$ cat src/rtl/bt_frame_ctrl_pkg.sv
// bt_frame_ctrl_pkg
//   Shared definitions for the byte-frame controller: start-of-frame marker,
//   default inter-byte timeout, FSM state encoding and the frame checksum.
//   Frame layout on the wire: SOF, CMD, ARG, SUM with SUM = SOF+CMD+ARG mod 256.
package bt_frame_ctrl_pkg;

  localparam logic [7:0]  SOF             = 8'hAA;
  // About five byte times at 9600 baud with a 100 MHz clock.
  localparam logic [19:0] TIMEOUT_DEFAULT = 20'd520000;

  typedef enum logic [2:0] {
    ST_IDLE     = 3'd0,
    ST_GET_CMD  = 3'd1,
    ST_GET_ARG  = 3'd2,
    ST_GET_SUM  = 3'd3,
    ST_DISPATCH = 3'd4
  } state_t;

  // Expected SUM byte for a frame carrying cmd_in/arg_in (modulo-256 add).
  function automatic logic [7:0] frame_sum(input logic [7:0] cmd_in,
                                           input logic [7:0] arg_in);
    return SOF + cmd_in + arg_in;
  endfunction

endpackage

$ cat src/rtl/bt_timeout_timer.sv
// bt_timeout_timer
//   Inter-byte watchdog. Counts clock cycles while en is high; clr or a low en
//   restarts the count from zero. expired is high during the cycle in which
//   the count equals TIMEOUT-1, and the count restarts after that cycle.
// Ports:
//   clk     - system clock, rising edge
//   reset   - synchronous active-low reset
//   clr     - restart the count (a byte arrived)
//   en      - count enable (frame reception in progress)
//   expired - timeout reached this cycle
module bt_timeout_timer
  import bt_frame_ctrl_pkg::*;
#(
  parameter logic [19:0] TIMEOUT = TIMEOUT_DEFAULT
) (
  input  logic clk,
  input  logic reset,
  input  logic clr,
  input  logic en,
  output logic expired
);

  logic [19:0] count_r;
  logic        at_limit_s;

  // Terminal-count decode of the running count.
  always_comb begin
    at_limit_s = 1'b0;
    if (count_r == (TIMEOUT - 20'd1)) begin
      at_limit_s = 1'b1;
    end else begin
      at_limit_s = 1'b0;
    end
  end

  assign expired = en & at_limit_s;

  // Cycle counter: cleared by reset, clr, disable or expiry.
  always_ff @(posedge clk) begin
    if (!reset) begin
      count_r <= 20'd0;
    end else if (clr || !en || at_limit_s) begin
      count_r <= 20'd0;
    end else begin
      count_r <= count_r + 20'd1;
    end
  end

endmodule

$ cat src/rtl/bt_frame_ctrl.sv
// bt_frame_ctrl
//   Parses SOF/CMD/ARG/SUM frames from a UART byte stream and presents the
//   validated command on a valid/ready interface. Checksum errors, inter-byte
//   timeouts and bytes arriving while a command waits are flagged as one-cycle
//   pulses and counted in a saturating error counter. All outputs registered.
// Ports:
//   clk, reset          - clock and synchronous active-low reset
//   rx_byte, rx_valid   - byte strobe from the UART receiver
//   cmd_ready           - consumer accepts cmd/arg
//   cmd_valid, cmd, arg - validated command presented
//   err_sum             - checksum mismatch pulse
//   err_timeout         - inter-byte timeout pulse
//   overrun             - byte dropped while dispatching
//   err_cnt             - saturating error-cycle count
//   busy                - FSM not in IDLE
module bt_frame_ctrl
  import bt_frame_ctrl_pkg::*;
#(
  parameter logic [19:0] TIMEOUT = TIMEOUT_DEFAULT
) (
  input  logic       clk,
  input  logic       reset,
  input  logic [7:0] rx_byte,
  input  logic       rx_valid,
  input  logic       cmd_ready,
  output logic       cmd_valid,
  output logic [7:0] cmd,
  output logic [7:0] arg,
  output logic       err_sum,
  output logic       err_timeout,
  output logic       overrun,
  output logic [7:0] err_cnt,
  output logic       busy
);

  state_t     state_r;
  state_t     next_state_s;
  logic [7:0] cmd_r;
  logic [7:0] arg_r;
  logic       cmd_valid_r;
  logic       err_sum_r;
  logic       err_timeout_r;
  logic       overrun_r;
  logic [7:0] err_cnt_r;
  logic       busy_r;

  logic       cmd_ld_s;
  logic       arg_ld_s;
  logic       err_sum_s;
  logic       err_timeout_s;
  logic       overrun_s;
  logic       err_any_s;
  logic       timer_en_s;
  logic       expired_s;

  // The timer only runs while a frame is partially received; a byte restarts it.
  always_comb begin
    timer_en_s = 1'b0;
    if ((state_r == ST_GET_CMD) || (state_r == ST_GET_ARG) ||
        (state_r == ST_GET_SUM)) begin
      timer_en_s = 1'b1;
    end else begin
      timer_en_s = 1'b0;
    end
  end

  bt_timeout_timer #(
    .TIMEOUT (TIMEOUT)
  ) u_timer (
    .clk     (clk),
    .reset   (reset),
    .clr     (rx_valid),
    .en      (timer_en_s),
    .expired (expired_s)
  );

  // Next-state and event decode. A byte arriving on the expiry cycle is
  // processed and suppresses the timeout.
  always_comb begin
    next_state_s  = state_r;
    cmd_ld_s      = 1'b0;
    arg_ld_s      = 1'b0;
    err_sum_s     = 1'b0;
    err_timeout_s = 1'b0;
    overrun_s     = 1'b0;
    case (state_r)
      ST_IDLE: begin
        if (rx_valid && (rx_byte == SOF)) begin
          next_state_s = ST_GET_CMD;
        end else begin
          next_state_s = ST_IDLE;
        end
      end
      ST_GET_CMD: begin
        // SOF value here is command data; no resynchronisation mid-frame.
        if (rx_valid) begin
          cmd_ld_s     = 1'b1;
          next_state_s = ST_GET_ARG;
        end else if (expired_s) begin
          err_timeout_s = 1'b1;
          next_state_s  = ST_IDLE;
        end else begin
          next_state_s = ST_GET_CMD;
        end
      end
      ST_GET_ARG: begin
        if (rx_valid) begin
          arg_ld_s     = 1'b1;
          next_state_s = ST_GET_SUM;
        end else if (expired_s) begin
          err_timeout_s = 1'b1;
          next_state_s  = ST_IDLE;
        end else begin
          next_state_s = ST_GET_ARG;
        end
      end
      ST_GET_SUM: begin
        if (rx_valid) begin
          if (rx_byte == frame_sum(cmd_r, arg_r)) begin
            next_state_s = ST_DISPATCH;
          end else begin
            err_sum_s    = 1'b1;
            next_state_s = ST_IDLE;
          end
        end else if (expired_s) begin
          err_timeout_s = 1'b1;
          next_state_s  = ST_IDLE;
        end else begin
          next_state_s = ST_GET_SUM;
        end
      end
      ST_DISPATCH: begin
        // Any byte here is dropped, including on the handshake cycle.
        overrun_s = rx_valid;
        if (cmd_valid_r && cmd_ready) begin
          next_state_s = ST_IDLE;
        end else begin
          next_state_s = ST_DISPATCH;
        end
      end
      default: begin
        next_state_s = ST_IDLE;
      end
    endcase
  end

  assign err_any_s = err_sum_s | err_timeout_s | overrun_s;

  // State, frame fields and registered status outputs.
  always_ff @(posedge clk) begin
    if (!reset) begin
      state_r       <= ST_IDLE;
      cmd_r         <= 8'h00;
      arg_r         <= 8'h00;
      cmd_valid_r   <= 1'b0;
      err_sum_r     <= 1'b0;
      err_timeout_r <= 1'b0;
      overrun_r     <= 1'b0;
      busy_r        <= 1'b0;
    end else begin
      state_r       <= next_state_s;
      cmd_r         <= cmd_ld_s ? rx_byte : cmd_r;
      arg_r         <= arg_ld_s ? rx_byte : arg_r;
      cmd_valid_r   <= (next_state_s == ST_DISPATCH);
      err_sum_r     <= err_sum_s;
      err_timeout_r <= err_timeout_s;
      overrun_r     <= overrun_s;
      busy_r        <= (next_state_s != ST_IDLE);
    end
  end

  // Saturating error counter; coincident events in one cycle count once.
  always_ff @(posedge clk) begin
    if (!reset) begin
      err_cnt_r <= 8'h00;
    end else if (err_any_s && (err_cnt_r != 8'hFF)) begin
      err_cnt_r <= err_cnt_r + 8'd1;
    end else begin
      err_cnt_r <= err_cnt_r;
    end
  end

  assign cmd_valid   = cmd_valid_r;
  assign cmd         = cmd_r;
  assign arg         = arg_r;
  assign err_sum     = err_sum_r;
  assign err_timeout = err_timeout_r;
  assign overrun     = overrun_r;
  assign err_cnt     = err_cnt_r;
  assign busy        = busy_r;

endmodule

$ cat config.mk
export PLATFORM = sky130hd
export DESIGN_NAME = bt_frame_ctrl
export DESIGN_NICKNAME = d
export VERILOG_FILES = /design/src/rtl/bt_frame_ctrl_pkg.sv /design/src/rtl/bt_timeout_timer.sv /design/src/rtl/bt_frame_ctrl.sv
export SDC_FILE = /design/constraint.sdc
export NUM_CORES = 1
export LEC_CHECK = 0
export ABC_CLOCK_PERIOD_IN_PS = 8100
export BUFFER_PORTS_ARGS = -buffer_cell sky130_fd_sc_hd__buf_2
export CAP_MARGIN = 15
export CORE_AREA = 2 2 108 84
export CTS_CLUSTER_DIAMETER = 120
export CTS_CLUSTER_SIZE = 30
export DETAILED_ROUTE_END_ITERATION = 8
export DIE_AREA = 0 0 110 86
export HOLD_SLACK_MARGIN = 0.03
export RECOVER_POWER = 25
export SLEW_MARGIN = 15
export SYNTH_ARGS = -nofsm -noshare
export SYNTH_HDL_FRONTEND = slang
export SYNTH_SLANG_ARGS = --single-unit
$ cat constraint.sdc
create_clock -name clk -period 8.1 [get_ports clk]
set_clock_uncertainty 0.15 [all_clocks]
set_input_delay 0.405 -clock clk [delete_from_list [all_inputs] [get_ports clk]]
set_output_delay 0.405 -clock clk [all_outputs]
set_load 0.03 [all_outputs]
==> implementation parameters <==
Parameter                              Value

Synth
  Post-synthesis cell count    296
  Sequential-to-total area share from yosys stat    0.394
  Syn nets    324
  Number of synthesized flops with an enable pin    0
  Synthesized-area fraction occupied by ao, oa, aoi and oai cells    0.109
  Prevailing post-synth register cell    sky130_fd_sc_hd__dfxtp_1
  Synth Warn #    0
  Adder-Cell Fraction of Synth Area    0.0786
  Share of flip-flops with an asynchronous set or reset    0
  Number of storage elements in the synthesis netlist    52
  Post-synth cell types    45
  Share of synthesized area spent on multiplexers    0.0568
  Avg Cell Area, Syn    between 8 and 9 um^2
  Combinational family with the most area after synthesis    simple AND/OR/NAND/NOR gates
  Post-synthesis instance area    around 0.0026 mm^2
  Synth Area in XOR/XNOR    0.106
  Fraction of the mapped netlist area in simple logic gates    0.222

Clock tree
  Root Buffer Master    sky130_fd_sc_hd__clkbuf_8
  Post-CTS clock slew at the launch and capture registers of the worst setup and hold paths    0.11 ns
  Clock buffers created by TritonCTS    5
  Gates resized, CTS repair    0
  H-tree levels    2
  TritonCTS clock tree    built
  CTS Hold Bufs    0
  Maximum count of clock buffers along a single path    2
  Sink Count    52
  Post-CTS Setup Inserts    0
  Skew-Pair Late Insertion Delay    0.31 ns

Timing
  Transition at the pin with the smallest max-transition slack    between 1 and 1.5 ns
  Final critical-path share of the clock period    0.456
  Final number of max-transition violations    0
  Worst-case hold slack    0.233 ns
  Maximum clock frequency    271 MHz
  Final-report hold violation count    0
  Final-layout setup total negative slack    0 ns
  Minimum clock period    3.69 ns
  Remaining max-slew budget at the tightest pin    0.274
  Setup-failing EPs final    0
  Unrepaired setup endpoints after global routing    no

Finish
  Most common library cell in the layout ignoring fill and taps    sky130_fd_sc_hd__dfxtp_1
  Layout area overhead    14.9%
  Most used cells in the layout excluding fill and tap cells    52 x sky130_fd_sc_hd__dfxtp_1, 46 x sky130_fd_sc_hd__nor2_1, 21 x sky130_fd_sc_hd__buf_2
  # nets final    363
  Filler-free cell count of the finished design    444
  Number of antenna cells inserted    0
  Fill cell count    853
  Proportion of layout cells with a drive suffix above 1    0.104

Critical path
  Critical path fanouts, max    8
  CP max stage delay    0.93 ns
  CP max-delay cell    sky130_fd_sc_hd__nor4_1
  Cells along the critical path    inv_1, ha_1, inv_1, ha_1, fa_1, a221oi_1, o21ai_0, xnor2_1, nor4_1, o311ai_0, o41ai_1
  Kind of capture point of the worst setup path    flip-flop
  Crit start category    flip-flop
  Critical path's top delay family    compound AO/OA/AOI/OAI gates
  Critical path arrival    3.75 ns
  Classification of the worst setup path    reg2reg
  Count of buffer and inverter cells on the critical path    2
  Required time worst endpoint    8.15 ns

Floorplan
  Vertical die dimension    86 um
  Standard-cell rows    29
  Die X-Extent    ~110 um
  Io pins    41
  Die outline area    between 0.009 and 0.01 mm^2
  Initial standard-cell utilization of the core    0.318
  Floorplan core area    0.00831 mm^2

Global routing
  Number of global-route vias before repair    2,042
  Pin count of the biggest net entering global routing    22
  Wire length of the first global-routing pass    9360 um
  Total global-route track usage    0.122
  Residual overflow from global routing    0
  Number of antenna violations at the first check in global routing    0

Place
  Count of input and output buffers    40
  Routability congestion estimate    0.760
  Estimated wirelength of the detail-placed design    4010 um
  Cell total after placement    436

Status
  Outcome    completed

Detailed routing
  Number of antenna-violating nets in the routed design    0
  Detailed router's first-iteration violation count    82
  Via total after detailed routing    2,126
  Vias per inst    4.79
  # DRC    0
  DR WL/cell    12.2 um
  Detailed-router iteration count before antenna repair    4
  Total wire length    5420 um

Pwr
  Worst supply voltage drop on vdd    between 90 and 100 uV
  Leakage power    1.19 nW
  Power Dens Cells    between 100 and 150 mW/mm^2

Flow run
  MaxCap Viol Count    0

Min path
  Worst min path class    in2reg
-- stage by stage --
step	instance area (um^2)	power [mW]	utilization	setup WS [ns]
finish	3040	0.452	0.365	4.41
global placement	2950	0.276	0.355	4.63
global route	3040	0.472	0.365	4.00
CTS	3060	0.456	0.368	4.44
floorplan	2640	0.269	-	4.73
detailed placement	2950	0.276	0.355	4.47
-- area by class of cell --
class                           count  area [um^2]  area share
Multi-Input combinational cell    220         1510       0.498
Sequential cell                    52         1040       0.343
Timing Repair Buffer               40          176      0.0581
Tap cell                          108          135      0.0445
Clock buffer                        5         68.8      0.0227
Inverter                           16         60.1      0.0198
Clock inverter                      3         42.5      0.0140
-- tightest hold or removal path, stage by stage --
cell	delay, ns
sky130_fd_sc_hd__buf_2	0.12
sky130_fd_sc_hd__mux2i_1	0.07
sky130_fd_sc_hd__nor2_1	0.07
-- layer usage --
metal  up-vias  global-route usage  share of wire
li1       1098                   -              -
met1       991               0.164           0.52
met2        30               0.192           0.43
met3         7              0.0327          0.044
met4         0              0.0311         0.0070
met5         -                   0              0
-- registers in the layout, summed over array words and instances (netlist names) --
register / flops
cmd_valid: 1
err_sum: 1
err_timeout: 1
err_cnt: 8
state_r: 3
cmd: 8
u_timer.count_r: 20
busy: 1
arg: 8
overrun: 1
-- power breakdown --
group / internal [mW] / switching (mW) / total, mW / leakage, nW
Clock: 0.0916 / 0.0899 / 0.182 / 0.0541
Sequential: 0.256 / 0.0000586 / 0.256 / 0.419
Combinational: 0.00536 / 0.00942 / 0.0148 / 0.721
-- path summary, 6_finish.rpt --
kind | start | to | slack [ns] | cells after the start
worst max register to register | arg[1] | err_cnt[5] | 4.41 | 11
worst max-delay path | arg[1] | err_cnt[5] | 4.41 | 11
worst min-delay path | rx_byte[7] | arg[7] | 0.23 | 3
worst min register to register | u_timer.count_r[0] | u_timer.count_r[0] | 0.34 | 1
-- kinds of logic after synthesis --
group                    after synthesis
AO/OA/AOI/OAI                         40
adder cells (fa/ha/maj)               16
XOR/XNOR                              32
multiplexers                          15
flip-flops                            52
AND/OR/NAND/NOR                      117
buffers and inverters                 24
-- cells in the mapped netlist, types with 7 or more instances --
| cell | n | area (um^2) |
|---|---|---|
| sky130_fd_sc_hd__xnor2_1 | 17 | 149 |
| sky130_fd_sc_hd__xor2_1 | 15 | 131 |
| sky130_fd_sc_hd__o21ai_0 | 7 | 35.0 |
| sky130_fd_sc_hd__nand3_1 | 14 | 70.1 |
| sky130_fd_sc_hd__dfxtp_1 | 52 | 1040 |
| sky130_fd_sc_hd__a21oi_1 | 13 | 65.1 |
| sky130_fd_sc_hd__and3_1 | 11 | 68.8 |
| sky130_fd_sc_hd__clkbuf_1 | 8 | 30.0 |
| sky130_fd_sc_hd__ha_1 | 15 | 188 |
| sky130_fd_sc_hd__inv_1 | 16 | 60.1 |
| sky130_fd_sc_hd__nand2_1 | 16 | 60.1 |
| sky130_fd_sc_hd__mux2i_1 | 15 | 150 |
| sky130_fd_sc_hd__nor2_1 | 46 | 173 |
Note: power is estimated with default switching activity, not from simulation.
